## src/rtl/i2c_pkg.sv

```systemverilog
// Shared definitions for the I2C codec-control path: register geometry, the
// change-event record, and the sequencer opcode/state encodings.
package i2c_pkg;

  localparam int REG_ADDR_W = 5;
  localparam int REG_DATA_W = 8;
  localparam int NUM_REGS   = 32;

  typedef logic [REG_ADDR_W-1:0] reg_addr_t;
  typedef logic [REG_DATA_W-1:0] reg_data_t;

  typedef struct packed {
    reg_addr_t addr;
    reg_data_t data;
  } evt_t;

  localparam int EVT_W = $bits(evt_t);

  typedef enum logic [1:0] {
    SEQ_OP_NOP   = 2'd0,
    SEQ_OP_WRITE = 2'd1,
    SEQ_OP_READ  = 2'd2,
    SEQ_OP_WAIT  = 2'd3
  } seq_op_e;

  typedef enum logic [2:0] {
    SEQ_IDLE  = 3'd0,
    SEQ_START = 3'd1,
    SEQ_ADDR  = 3'd2,
    SEQ_DATA  = 3'd3,
    SEQ_ACK   = 3'd4,
    SEQ_STOP  = 3'd5
  } seq_state_e;

  function automatic evt_t make_evt(input reg_addr_t addr, input reg_data_t data);
    evt_t e;
    e.addr = addr;
    e.data = data;
    return e;
  endfunction

endpackage

```

## src/rtl/sync_fifo_fwft.sv

```systemverilog
// Single-clock first-word-fall-through FIFO. The head output holds the last
// popped word while empty, so downstream sees no stale storage contents.
module sync_fifo_fwft #(
  parameter int WIDTH = 8,
  parameter int DEPTH = 8,
  localparam int PTR_W = $clog2(DEPTH),
  localparam int CNT_W = PTR_W + 1
) (
  input  logic             clk,
  input  logic             rst,
  input  logic             push_i,
  input  logic [WIDTH-1:0] din_i,
  input  logic             pop_i,
  output logic [WIDTH-1:0] dout_o,
  output logic             full_o,
  output logic             empty_o,
  output logic [CNT_W-1:0] count_o
);

  logic [WIDTH-1:0] mem [DEPTH];
  logic [PTR_W-1:0] wr_ptr_q, wr_ptr_d;
  logic [PTR_W-1:0] rd_ptr_q, rd_ptr_d;
  logic [CNT_W-1:0] count_q, count_d;
  logic [WIDTH-1:0] last_q, last_d;
  logic             wr_en, rd_en;

  assign full_o  = (count_q == CNT_W'(DEPTH));
  assign empty_o = (count_q == '0);
  assign count_o = count_q;

  // A push while full is accepted only when a pop frees a slot in the same cycle.
  assign wr_en = push_i && (!full_o || pop_i);
  assign rd_en = pop_i && !empty_o;

  assign dout_o = empty_o ? last_q : mem[rd_ptr_q];

  always_comb begin
    // NOTE: every always_comb output gets a default first so no latch can be inferred.
    wr_ptr_d = wr_ptr_q;
    rd_ptr_d = rd_ptr_q;
    count_d  = count_q;
    last_d   = last_q;
    if (wr_en) wr_ptr_d = wr_ptr_q + 1'b1;
    if (rd_en) begin
      rd_ptr_d = rd_ptr_q + 1'b1;
      last_d   = mem[rd_ptr_q];
    end
    case ({wr_en, rd_en})
      2'b10:   count_d = count_q + 1'b1;
      2'b01:   count_d = count_q - 1'b1;
      default: count_d = count_q;
    endcase
  end

  // NOTE: state registers use non-blocking assignment so every flop samples pre-edge values.
  always_ff @(posedge clk or posedge rst) begin
    if (rst) begin
      wr_ptr_q <= '0;
      rd_ptr_q <= '0;
      count_q  <= '0;
      last_q   <= '0;
    end else begin
      wr_ptr_q <= wr_ptr_d;
      rd_ptr_q <= rd_ptr_d;
      count_q  <= count_d;
      last_q   <= last_d;
    end
  end

  // NOTE: storage is not reset; dout_o is masked by empty_o, so stale words are never visible.
  always_ff @(posedge clk) begin
    if (wr_en) mem[wr_ptr_q] <= din_i;
  end

endmodule

```

## src/rtl/i2c_reg_capture.sv

```systemverilog
// Shadow bank of codec registers read back over I2C; value changes are queued
// as (addr, data) events and a registered random-read port serves status logic.
module i2c_reg_capture
  import i2c_pkg::*;
#(
  parameter int FIFO_DEPTH = 8,
  parameter int CNT_W      = 16
) (
  input  logic                  clk,
  input  logic                  rst,
  input  logic [REG_ADDR_W-1:0] reg_addr,
  input  logic [REG_DATA_W-1:0] reg_data,
  input  logic                  reg_write,
  input  logic [REG_ADDR_W-1:0] rd_addr,
  output logic [REG_DATA_W-1:0] rd_data,
  output logic                  rd_valid,
  output logic [NUM_REGS-1:0]   valid_map,
  output logic                  evt_valid,
  input  logic                  evt_ready,
  output logic [REG_ADDR_W-1:0] evt_addr,
  output logic [REG_DATA_W-1:0] evt_data,
  output logic                  evt_overflow,
  input  logic                  clear_overflow,
  output logic [CNT_W-1:0]      change_count
);

  localparam int FIFO_CNT_W = $clog2(FIFO_DEPTH) + 1;

  reg_data_t             bank_q [NUM_REGS];
  logic [NUM_REGS-1:0]   valid_map_q;
  reg_data_t             rd_data_q, rd_data_d;
  logic                  rd_valid_q, rd_valid_d;
  logic                  overflow_q, overflow_d;
  logic [CNT_W-1:0]      count_q, count_d;

  logic                  changed, evt_gen, pop, drop;
  logic                  fifo_full, fifo_empty;
  logic [EVT_W-1:0]      fifo_dout;
  logic [FIFO_CNT_W-1:0] fifo_count;
  evt_t                  head;
  logic                  unused_fifo_count;

  // Compare against the pre-write contents; an unwritten entry always counts as a change.
  assign changed = !valid_map_q[reg_addr] || (bank_q[reg_addr] != reg_data);
  assign evt_gen = reg_write && changed;
  assign pop     = !fifo_empty && evt_ready;
  assign drop    = evt_gen && fifo_full && !pop;

  sync_fifo_fwft #(
    .WIDTH (EVT_W),
    .DEPTH (FIFO_DEPTH)
  ) u_fifo (
    .clk     (clk),
    .rst     (rst),
    .push_i  (evt_gen),
    .din_i   (make_evt(reg_addr, reg_data)),
    .pop_i   (pop),
    .dout_o  (fifo_dout),
    .full_o  (fifo_full),
    .empty_o (fifo_empty),
    .count_o (fifo_count)
  );

  assign unused_fifo_count = ^fifo_count;

  always_comb begin
    overflow_d = overflow_q;
    if (drop)                overflow_d = 1'b1;
    else if (clear_overflow) overflow_d = 1'b0;

    count_d = count_q;
    if (evt_gen && (count_q != '1)) count_d = count_q + 1'b1;

    // Write-first bypass so a same-cycle read returns the data being captured.
    if (reg_write && (reg_addr == rd_addr)) begin
      rd_data_d  = reg_data;
      rd_valid_d = 1'b1;
    end else begin
      rd_data_d  = bank_q[rd_addr];
      rd_valid_d = valid_map_q[rd_addr];
    end
  end

  always_ff @(posedge clk or posedge rst) begin
    if (rst) begin
      for (int i = 0; i < NUM_REGS; i++) bank_q[i] <= '0;
      valid_map_q <= '0;
      rd_data_q   <= '0;
      rd_valid_q  <= 1'b0;
      overflow_q  <= 1'b0;
      count_q     <= '0;
    end else begin
      if (reg_write) begin
        bank_q[reg_addr]      <= reg_data;
        valid_map_q[reg_addr] <= 1'b1;
      end
      rd_data_q  <= rd_data_d;
      rd_valid_q <= rd_valid_d;
      overflow_q <= overflow_d;
      count_q    <= count_d;
    end
  end

  assign head         = evt_t'(fifo_dout);
  assign evt_valid    = !fifo_empty;
  assign evt_addr     = head.addr;
  assign evt_data     = head.data;
  assign rd_data      = rd_data_q;
  assign rd_valid     = rd_valid_q;
  assign valid_map    = valid_map_q;
  assign evt_overflow = overflow_q;
  assign change_count = count_q;

endmodule

```

## config.mk

```make
export PLATFORM = sky130hd
export DESIGN_NAME = i2c_reg_capture
export DESIGN_NICKNAME = d
export VERILOG_FILES = /design/src/rtl/i2c_pkg.sv /design/src/rtl/sync_fifo_fwft.sv /design/src/rtl/i2c_reg_capture.sv
export SDC_FILE = /design/constraint.sdc
export NUM_CORES = 1
export LEC_CHECK = 0
export CAP_MARGIN = 15
export CORE_ASPECT_RATIO = 1.4
export CORE_MARGIN = 1.5
export CORE_UTILIZATION = 46
export CTS_BUF_LIST = sky130_fd_sc_hd__clkbuf_8
export CTS_CLUSTER_SIZE = 30
export DETAILED_ROUTE_END_ITERATION = 10
export GPL_TIMING_DRIVEN = 0
export PLACE_DENSITY = 0.74
export SYNTH_ARGS = -nofsm -noshare
export SYNTH_HDL_FRONTEND = slang
export SYNTH_HIERARCHICAL = 1
export SYNTH_SLANG_ARGS = --single-unit
```

## constraint.sdc

```tcl
create_clock -name clk -period 23.7 [get_ports clk]
set_clock_uncertainty 0.15 [all_clocks]
set_input_delay 7.11 -clock clk [delete_from_list [all_inputs] [get_ports clk]]
set_output_delay 7.11 -clock clk [all_outputs]
set_load 0.01 [all_outputs]
```

# After elaboration in Yosys (flattened, before gate mapping)
# Memories as Yosys holds them, arrays and structs flattened.
# Cells that the tools add are included.
totals:
  ramBits: 104
  memories: 1
  in_bits: 23
  reg_bits: 337
  out_inout_bits: 72
classes:
  n_addsub: 5
  eq_ne: 6
  n_lt_le_gt_ge: 6
  n_reduce_logical: 19
  n_mux: 23
  bitwise: 3
memory_table:
  columns: ["memory", "words", "word_bits", "rd", "rd_ports_with_merged_regs", "wr", "line_no", "rtl"]
  rows:
  - ["u_fifo.mem", 8, 13, 1, 0, 1, "sync_fifo_fwft.sv:20", "logic [WIDTH-1:0] mem [DEPTH];"]
ops:
  columns: ["cell", "count"]
  rows:
  - ["$bwmux W256", 1]
  - ["$bmux W8 S5", 2]
  - ["$mux W8", 6]
  - ["$demux W8 S5", 1]
  - ["$or A32 B32 Y32", 1]
  - ["$add A16 B1 Y16 const B", 1]
  - ["$ne A16 B16 Y1 const B", 1]
  - ["$mux W13", 1]
  - ["$ge A6 B6 Y1 const B", 2]
  - ["$lt A5 B6 Y1 const B", 2]
  - ["$not A5 Y6", 2]
  - ["$bmux W1 S5", 2]
  - ["$logic_and A1 B1 Y1", 10]
  - ["$mux W1", 8]
  - ["$ne A8 B8 Y1", 1]
  - ["$pmux W4 S2", 1]
  - ["$add A3 B1 Y3 const B", 2]
  - ["$lt A6 B1 Y1 const B", 1]
  - ["$demux W1 S5", 1]
  - ["$eq A5 B5 Y1", 1]
  - ["$ge A5 B1 Y1 const B", 1]
  - ["$add A4 B1 Y4 const B", 1]
  - ["$eq A4 B4 Y1 const B", 1]
  - ["$logic_not A1 Y1", 4]
  - ["6 further kinds", 8]

# Logic depth before layout (Yosys ltp)
logic_depth:
  ltp_word: 10
  mapped_depth: 21

# Modules after synthesis
# The synthesis kept the hierarchy.
by_module_without_submodules:
  columns: ["mod", "area_per_inst_um2", "cells_per_inst", "n_inst"]
  rows:
  - ["i2c_reg_capture", 16580.9, 1156, 1]
  - ["sync_fifo_fwft", 5175.0, 329, 1]

# Worst setup path before layout
# OpenSTA, ideal clock, no wires.
synth_path:
  path_type: "input to register"
  startpoint: "input port reg_addr[0]"
  endpoint: "memory u_fifo/mem[0][0] in the netlist's numbering, enable pin"
  setup_time_ps: 417
  t_arrival_ps: 10640
  required_ps: 23133
  path_slack_ps: 12493
  stages: 13
  path_cell_list: "buf_4 buf_6 buf_4 mux4_2 a22oi_1 nand4_1 xnor2_1 and4_1 buf_6 nor2b_1 o21a_1 clkinv_2 nor4_1"
synth_via:
  elab_chain_len: 10
  word_cells_on_any_way: 13
  classes_between: "eq/ne (1); mux (7); bitwise (1); reduce/logical (4)"
synth_rtl:
  columns: ["element", "line_no", "rtl"]
  rows:
  - ["from (decl)", "i2c_reg_capture.sv:11", "input logic [REG_ADDR_W-1:0] reg_addr,"]
  - ["$not A5 Y6 (implied by the code)", "i2c_reg_capture.sv:44", "assign changed = !valid_map_q[reg_addr] || (bank_q[reg_addr] != reg_data);"]
  - ["$bmux W8 S5", "i2c_reg_capture.sv:44", null]
  - ["$mux W8 (implied by the code) (2 in a row)", "i2c_reg_capture.sv:44", null]
  - ["$ne A8 B8 Y1", "i2c_reg_capture.sv:44", null]
  - ["$logic_or A1 B1 Y1 *", "i2c_reg_capture.sv:44", null]
  - ["$logic_and A1 B1 Y1 *", "i2c_reg_capture.sv:45", "assign evt_gen = reg_write && changed;"]
  - ["named net evt_gen", "i2c_reg_capture.sv:36", "logic changed, evt_gen, pop, drop;"]
  - ["$logic_and A1 B1 Y1 *", "sync_fifo_fwft.sv:32", "assign wr_en = push_i && (!full_o || pop_i);"]
  - ["$mux W1 *", "sync_fifo_fwft.sv:72", "if (wr_en) mem[wr_ptr_q] <= din_i;"]
  - ["$mux W1 (implied by the code) *", "sync_fifo_fwft.sv:72", null]
  - ["to (decl)", "sync_fifo_fwft.sv:20", null]
# Mark *: on every way through the listed nets, which the timed path passes. The rest lies on a longest branch. The select of a mux whose other input is x is not followed.

# Worst setup path after layout
layout_path:
  startpoint: "input port reg_addr[0]"
  endpoint: "register u_fifo.count_q[2], in the netlist u_fifo/count_o[2]"
layout_via:
  elab_chain_len: 10
  word_cells_on_any_way: 15
  classes_between: "eq/ne (3); mux (6); bitwise (1); reduce/logical (5)"
layout_rtl:
  columns: ["element", "line_no", "rtl"]
  rows:
  - ["$not A5 Y6 (implied by the code)", "i2c_reg_capture.sv:44", null]
  - ["$bmux W8 S5", "i2c_reg_capture.sv:44", null]
  - ["$mux W8 (implied by the code) (2 in a row)", "i2c_reg_capture.sv:44", null]
  - ["$ne A8 B8 Y1", "i2c_reg_capture.sv:44", null]
  - ["$logic_or A1 B1 Y1 *", "i2c_reg_capture.sv:44", null]
  - ["$logic_and A1 B1 Y1 *", "i2c_reg_capture.sv:45", null]
  - ["named net evt_gen", "i2c_reg_capture.sv:36", null]
  - ["$logic_and A1 B1 Y1 *", "sync_fifo_fwft.sv:32", null]
  - ["$eq A2 B1 Y1 / $eq A2 B2 Y1 (equally long branches)", "sync_fifo_fwft.sv:48", "case ({wr_en, rd_en})"]
  - ["$pmux W4 S2 / $reduce_bool A2 Y1 (equally long branches)", null, null]
  - ["to (signal assigned)", "sync_fifo_fwft.sv:65", "count_q <= count_d;"]
  - ["to (decl)", "sync_fifo_fwft.sv:23", "logic [CNT_W-1:0] count_q, count_d;"]
# Marked as above.
# A chain may end at the register's enable or synchronous reset.

==> results by group <==
Outcome
  • Outcome: complete, no violations

Placed design
  • Total of buffers placed on input and output ports: 90
  • Cell area after placement: 0.0236 mm2
  • Dpl hpwl: 46400 um
  • RD Place Congestion: 0.955

Die
  • I/O pins: 95
  • Die height: 260 um
  • Die area: 0.0486 mm2
  • Floorplan core area: 0.0468 mm2
  • Placement Rows: 94
  • Starting density of the core: 0.465
  • Die width: 187 um

Synth
  • Sequential-to-total area share from yosys stat: 0.531
  • Flip-flop and latch count after synthesis: 441
  • Number of flops mapped to enable cells by yosys: 104
  • Ys async rst share: 0.764
  • Cell variety after synth: 55
  • Post-synth top cells: dfrtp_1, mux2_2, mux2i_1
  • Flip-flop cell with the highest count after synthesis: dfrtp_1
  • Cell taking the most area after synthesis: dfrtp_1
  • Average footprint of a synthesized cell: 14.7 um2
  • Largest cells by area after synthesis: dfrtp_1, mux2_2, edfxtp_1
  • Cell count after synthesis: 1485
  • Summed instance area of the synthesized netlist: 0.0218 mm2
  • Number of warnings issued by yosys: 6
  • Syn Nets: 1514
  • Portion of synthesized cell area occupied by the leading cell type: 0.388
  • Most common cell in the netlist: dfrtp_1

Setup path
  • Critical Path End Type: flip-flop
  • CP Data Required Time: 24.06 ns
  • Largest stage delay on the critical path: 0.75 ns
  • Top fanout value on the critical path: 10
  • Cell type with the highest occurrence count on the critical path: xor2_1
  • Critical path data arrival time: 12.63 ns
  • Setup CP Type: in -> reg
  • Critical Path Start Type: primary input
  • Cells along the critical path: clkdlybuf4s50_1, buf_4, buf_4, buf_4, mux2i_1, o22ai_1, nor4_1, nand2_1, xor2_1, a2111oi_0, and4_1, buf_6, nor2b_1, o21a_1, clkinv_2, ha_1, xor2_1, ha_1, a21oi_1, xor2_1, nor2_1, xor2_1
  • Max stage delay cell, worst path: clkdlybuf4s50_1

Clock network
  • Cts-stage hold buffer count: 0
  • Max Buffers Root-to-Sink: 3
  • Clock tree from TritonCTS: done
  • Clock sink total: 441
  • H-tree depth reported by CTS: 3
  • Clock latency reported for the late side of the worst-skew pair: 0.66 ns
  • Number of cells upsized or downsized after cts: 0
  • Clock buffer count from CTS: 71
  • Clock-pin slew of the registers on the worst-case setup and hold paths: 0.06 ns
  • Setup Fix Bufs, Post-CTS: 0
  • Root buffer cell: clkbuf_8

Global route
  • Via count of the first global-routing pass: 15125
  • Congestion Overflow GR: 0
  • GRT Resource Usage Total: 0.268
  • Initial antenna violation count: 0
  • Maximum number of pins on one net before global-route repair: 132
  • Wire length of the first global-routing pass: 95500 um

Routing
  • Via count of the routed design: 14246
  • Routed metal-1 wirelength: 22900 um
  • Routed len/inst: 27.2 um
  • Routed Wire Length: 63600 um
  • Met3 WL post-DR: 3010 um
  • Number of nets with antenna violations after routing: 0
  • Top routing layer in use: met4
  • Via density: 6.09
  • Total iterations of the first detailed-routing run: 5
  • Count of routing violations after the opening detailed-route iteration: 1010
  • Routed length on met2: 31500 um
  • Total DRC errors in the routed layout: 0

Power and ir drop
  • Cell-internal power: 1.65 mW
  • Worst supply voltage drop on vdd: 0.0547 mV
  • Part of the power in registers: 0.433
  • Leakage power total: 10.4 nW
  • Ratio of total power to cell area: 96.0 mW/mm2
  • Fraction of power spent switching nets: 0.315
  • Clock network fraction of total power: 0.277
  • Comb power frac: 0.289
  • Sw Pwr: 0.758 mW

Timing
  • Actual transition at the worst max-transition pin: 1.17 ns
  • Number of endpoints with negative hold slack in the final report: 0
  • Fraction of the cycle the final worst path needs: 0.518
  • Setup-failing EPs final: 0
  • Final hold slack: 0.338 ns
  • Achievable clock frequency: 81.5 MHz
  • RSZ-0062 raised after global routing: no
  • Final max-slew violation count: 0
  • Headroom to the max-slew limit: 0.214
  • Final sum of negative setup slack: 0 ns
  • Period minus WS final: 12.27 ns

Final layout
  • Post-route standard cell area excluding fillers: 0.0251 mm2
  • Multi-input gate area: 0.00964 mm2
  • Filler Cells Inserted: 4003
  • Antenna diode count: 0
  • Ratio of cells with drive above 1 in the final layout: 0.341
  • Number of nets at the end of the flow: 1689
  • Sequential standard cell area: 0.0116 mm2
  • Signed area change from the synthesized netlist to the final layout: 15.3%
  • Final core occ: 0.536

Flow run
  • Count of maximum capacitance violations: 0

Worst hold path
  • Path type of the worst min-delay path: reg -> reg
## cell families after synthesis
family | after synthesis | share of synthesized area
xor gates and xnor gates | 36 | 0.0145
DFF | 441 | 0.531
buffers and inverters | 113 | 0.0271
AOI/OAI and AO/OA | 129 | 0.0384
and+or+nand+nor | 232 | 0.0604
muxes | 528 | 0.325
adders and majority gates | 6 | 0.00345
## worst paths after layout
check                                         startpoint                       endpoint  slack, ns  depth (start not counted)
max                                          reg_addr[0]  u_fifo/count_o[2]$_DFFE_PP0P_      11.43                         22
min                        u_fifo/last_q[12]$_DFFE_PP0P_  u_fifo/last_q[12]$_DFFE_PP0P_       0.34                          2
max reg2reg                      bank_q[161]$_DFFE_PP0P_  u_fifo/count_o[2]$_DFFE_PP0P_      19.23                         18
min reg2reg                u_fifo/last_q[12]$_DFFE_PP0P_  u_fifo/last_q[12]$_DFFE_PP0P_       0.34                          2
max in group asynchronous                            rst         bank_q[37]$_DFFE_PP0P_      15.06                          4
min in group asynchronous                            rst       evt_overflow$_DFFE_PP0P_       6.78                          2
## sequential cells by signal, summed over array words and instances, names as in the netlist, 3 cells and up
register	cells
rd_data	8
u_fifo/last_q	13
u_fifo/mem	104
change_count	16
u_fifo/count_o	4
u_fifo/wr_ptr_q	3
u_fifo/rd_ptr_q	3
valid_map	32
bank_q	256
## area by class of cell
type / instances / share of cell area
Buffer: 105 / 0.0222
Clock buffer: 85 / 0.0466
Clock inverter: 44 / 0.0113
Inverter: 8 / 0.00155
Multi-Input combinational cell: 931 / 0.384
Sequential cell: 441 / 0.461
Tap cell: 624 / 0.0311
Timing Repair Buffer: 102 / 0.0422
## layout by cell type (no fill, tap or decap), drive strengths merged, types with 4 or more instances in the layout
cell | synthesis | final
nand4bb | 6 | 6
nor3b | 7 | 7
mux2 | 284 | 284
ha | 6 | 6
edfxtp | 104 | 104
or2 | 18 | 18
xnor2 | 10 | 10
a221o | 13 | 13
and3 | 5 | 5
nand2 | 75 | 75
dfrtp | 337 | 337
inv | 7 | 30
nand3 | 7 | 7
nand4 | 7 | 7
a22oi | 12 | 12
o21ai | 36 | 36
nand4b | 4 | 4
mux4 | 114 | 114
nor3 | 11 | 11
xor2 | 26 | 26
o22ai | 62 | 62
nor2 | 29 | 29
mux2i | 130 | 130
nor4 | 16 | 16
buf | 51 | 63
nor2b | 6 | 6
or4b | 5 | 5
clkdlybuf4s50 | 0 | 90
nand2b | 21 | 21
clkbuf | 54 | 139
clkinv | 1 | 18
## stage by stage
stage / total power, mW / setup slack, ns / cells
5_1_grt: 2.52 / 11.36 / 2340
3_5_place_dp: 1.75 / 10.93 / 2208
3_3_place_gp: 1.71 / 4.08 / 2199
4_1_cts: 2.42 / 11.57 / 2337
2_1_floorplan: 1.47 / 7.75 / 1485
6_report: 2.41 / 11.43 / 2340
## power by group through the flow
| stage | Clock (mW) | Sequential (mW) | Combinational (mW) |
|---|---|---|---|
| CTS | 0.683 | 1.04 | 0.696 |
| global placement | 0 | 1.04 | 0.669 |
| global route | 0.714 | 1.06 | 0.737 |
| detailed placement | 0 | 1.06 | 0.694 |
| floorplan | 0 | 1.03 | 0.434 |
| finish | 0.668 | 1.04 | 0.696 |
## layer usage
layer	vias up	track usage
met4	0	0.238
met5	-	0
met3	227	0.0381
li1	6053	-
met1	7406	0.298
met2	560	0.452
## critical path, delay by kind of cell
family / cells / cell delay (ns)
AOI/OAI and AO/OA: 4 / 0.70
xor gates and xnor gates: 4 / 0.62
adders and majority gates: 2 / 0.50
buffers and inverters: 6 / 2.06
muxes: 1 / 0.52
and+or+nand+nor: 5 / 1.09
Power figures use the tool's default switching activity.
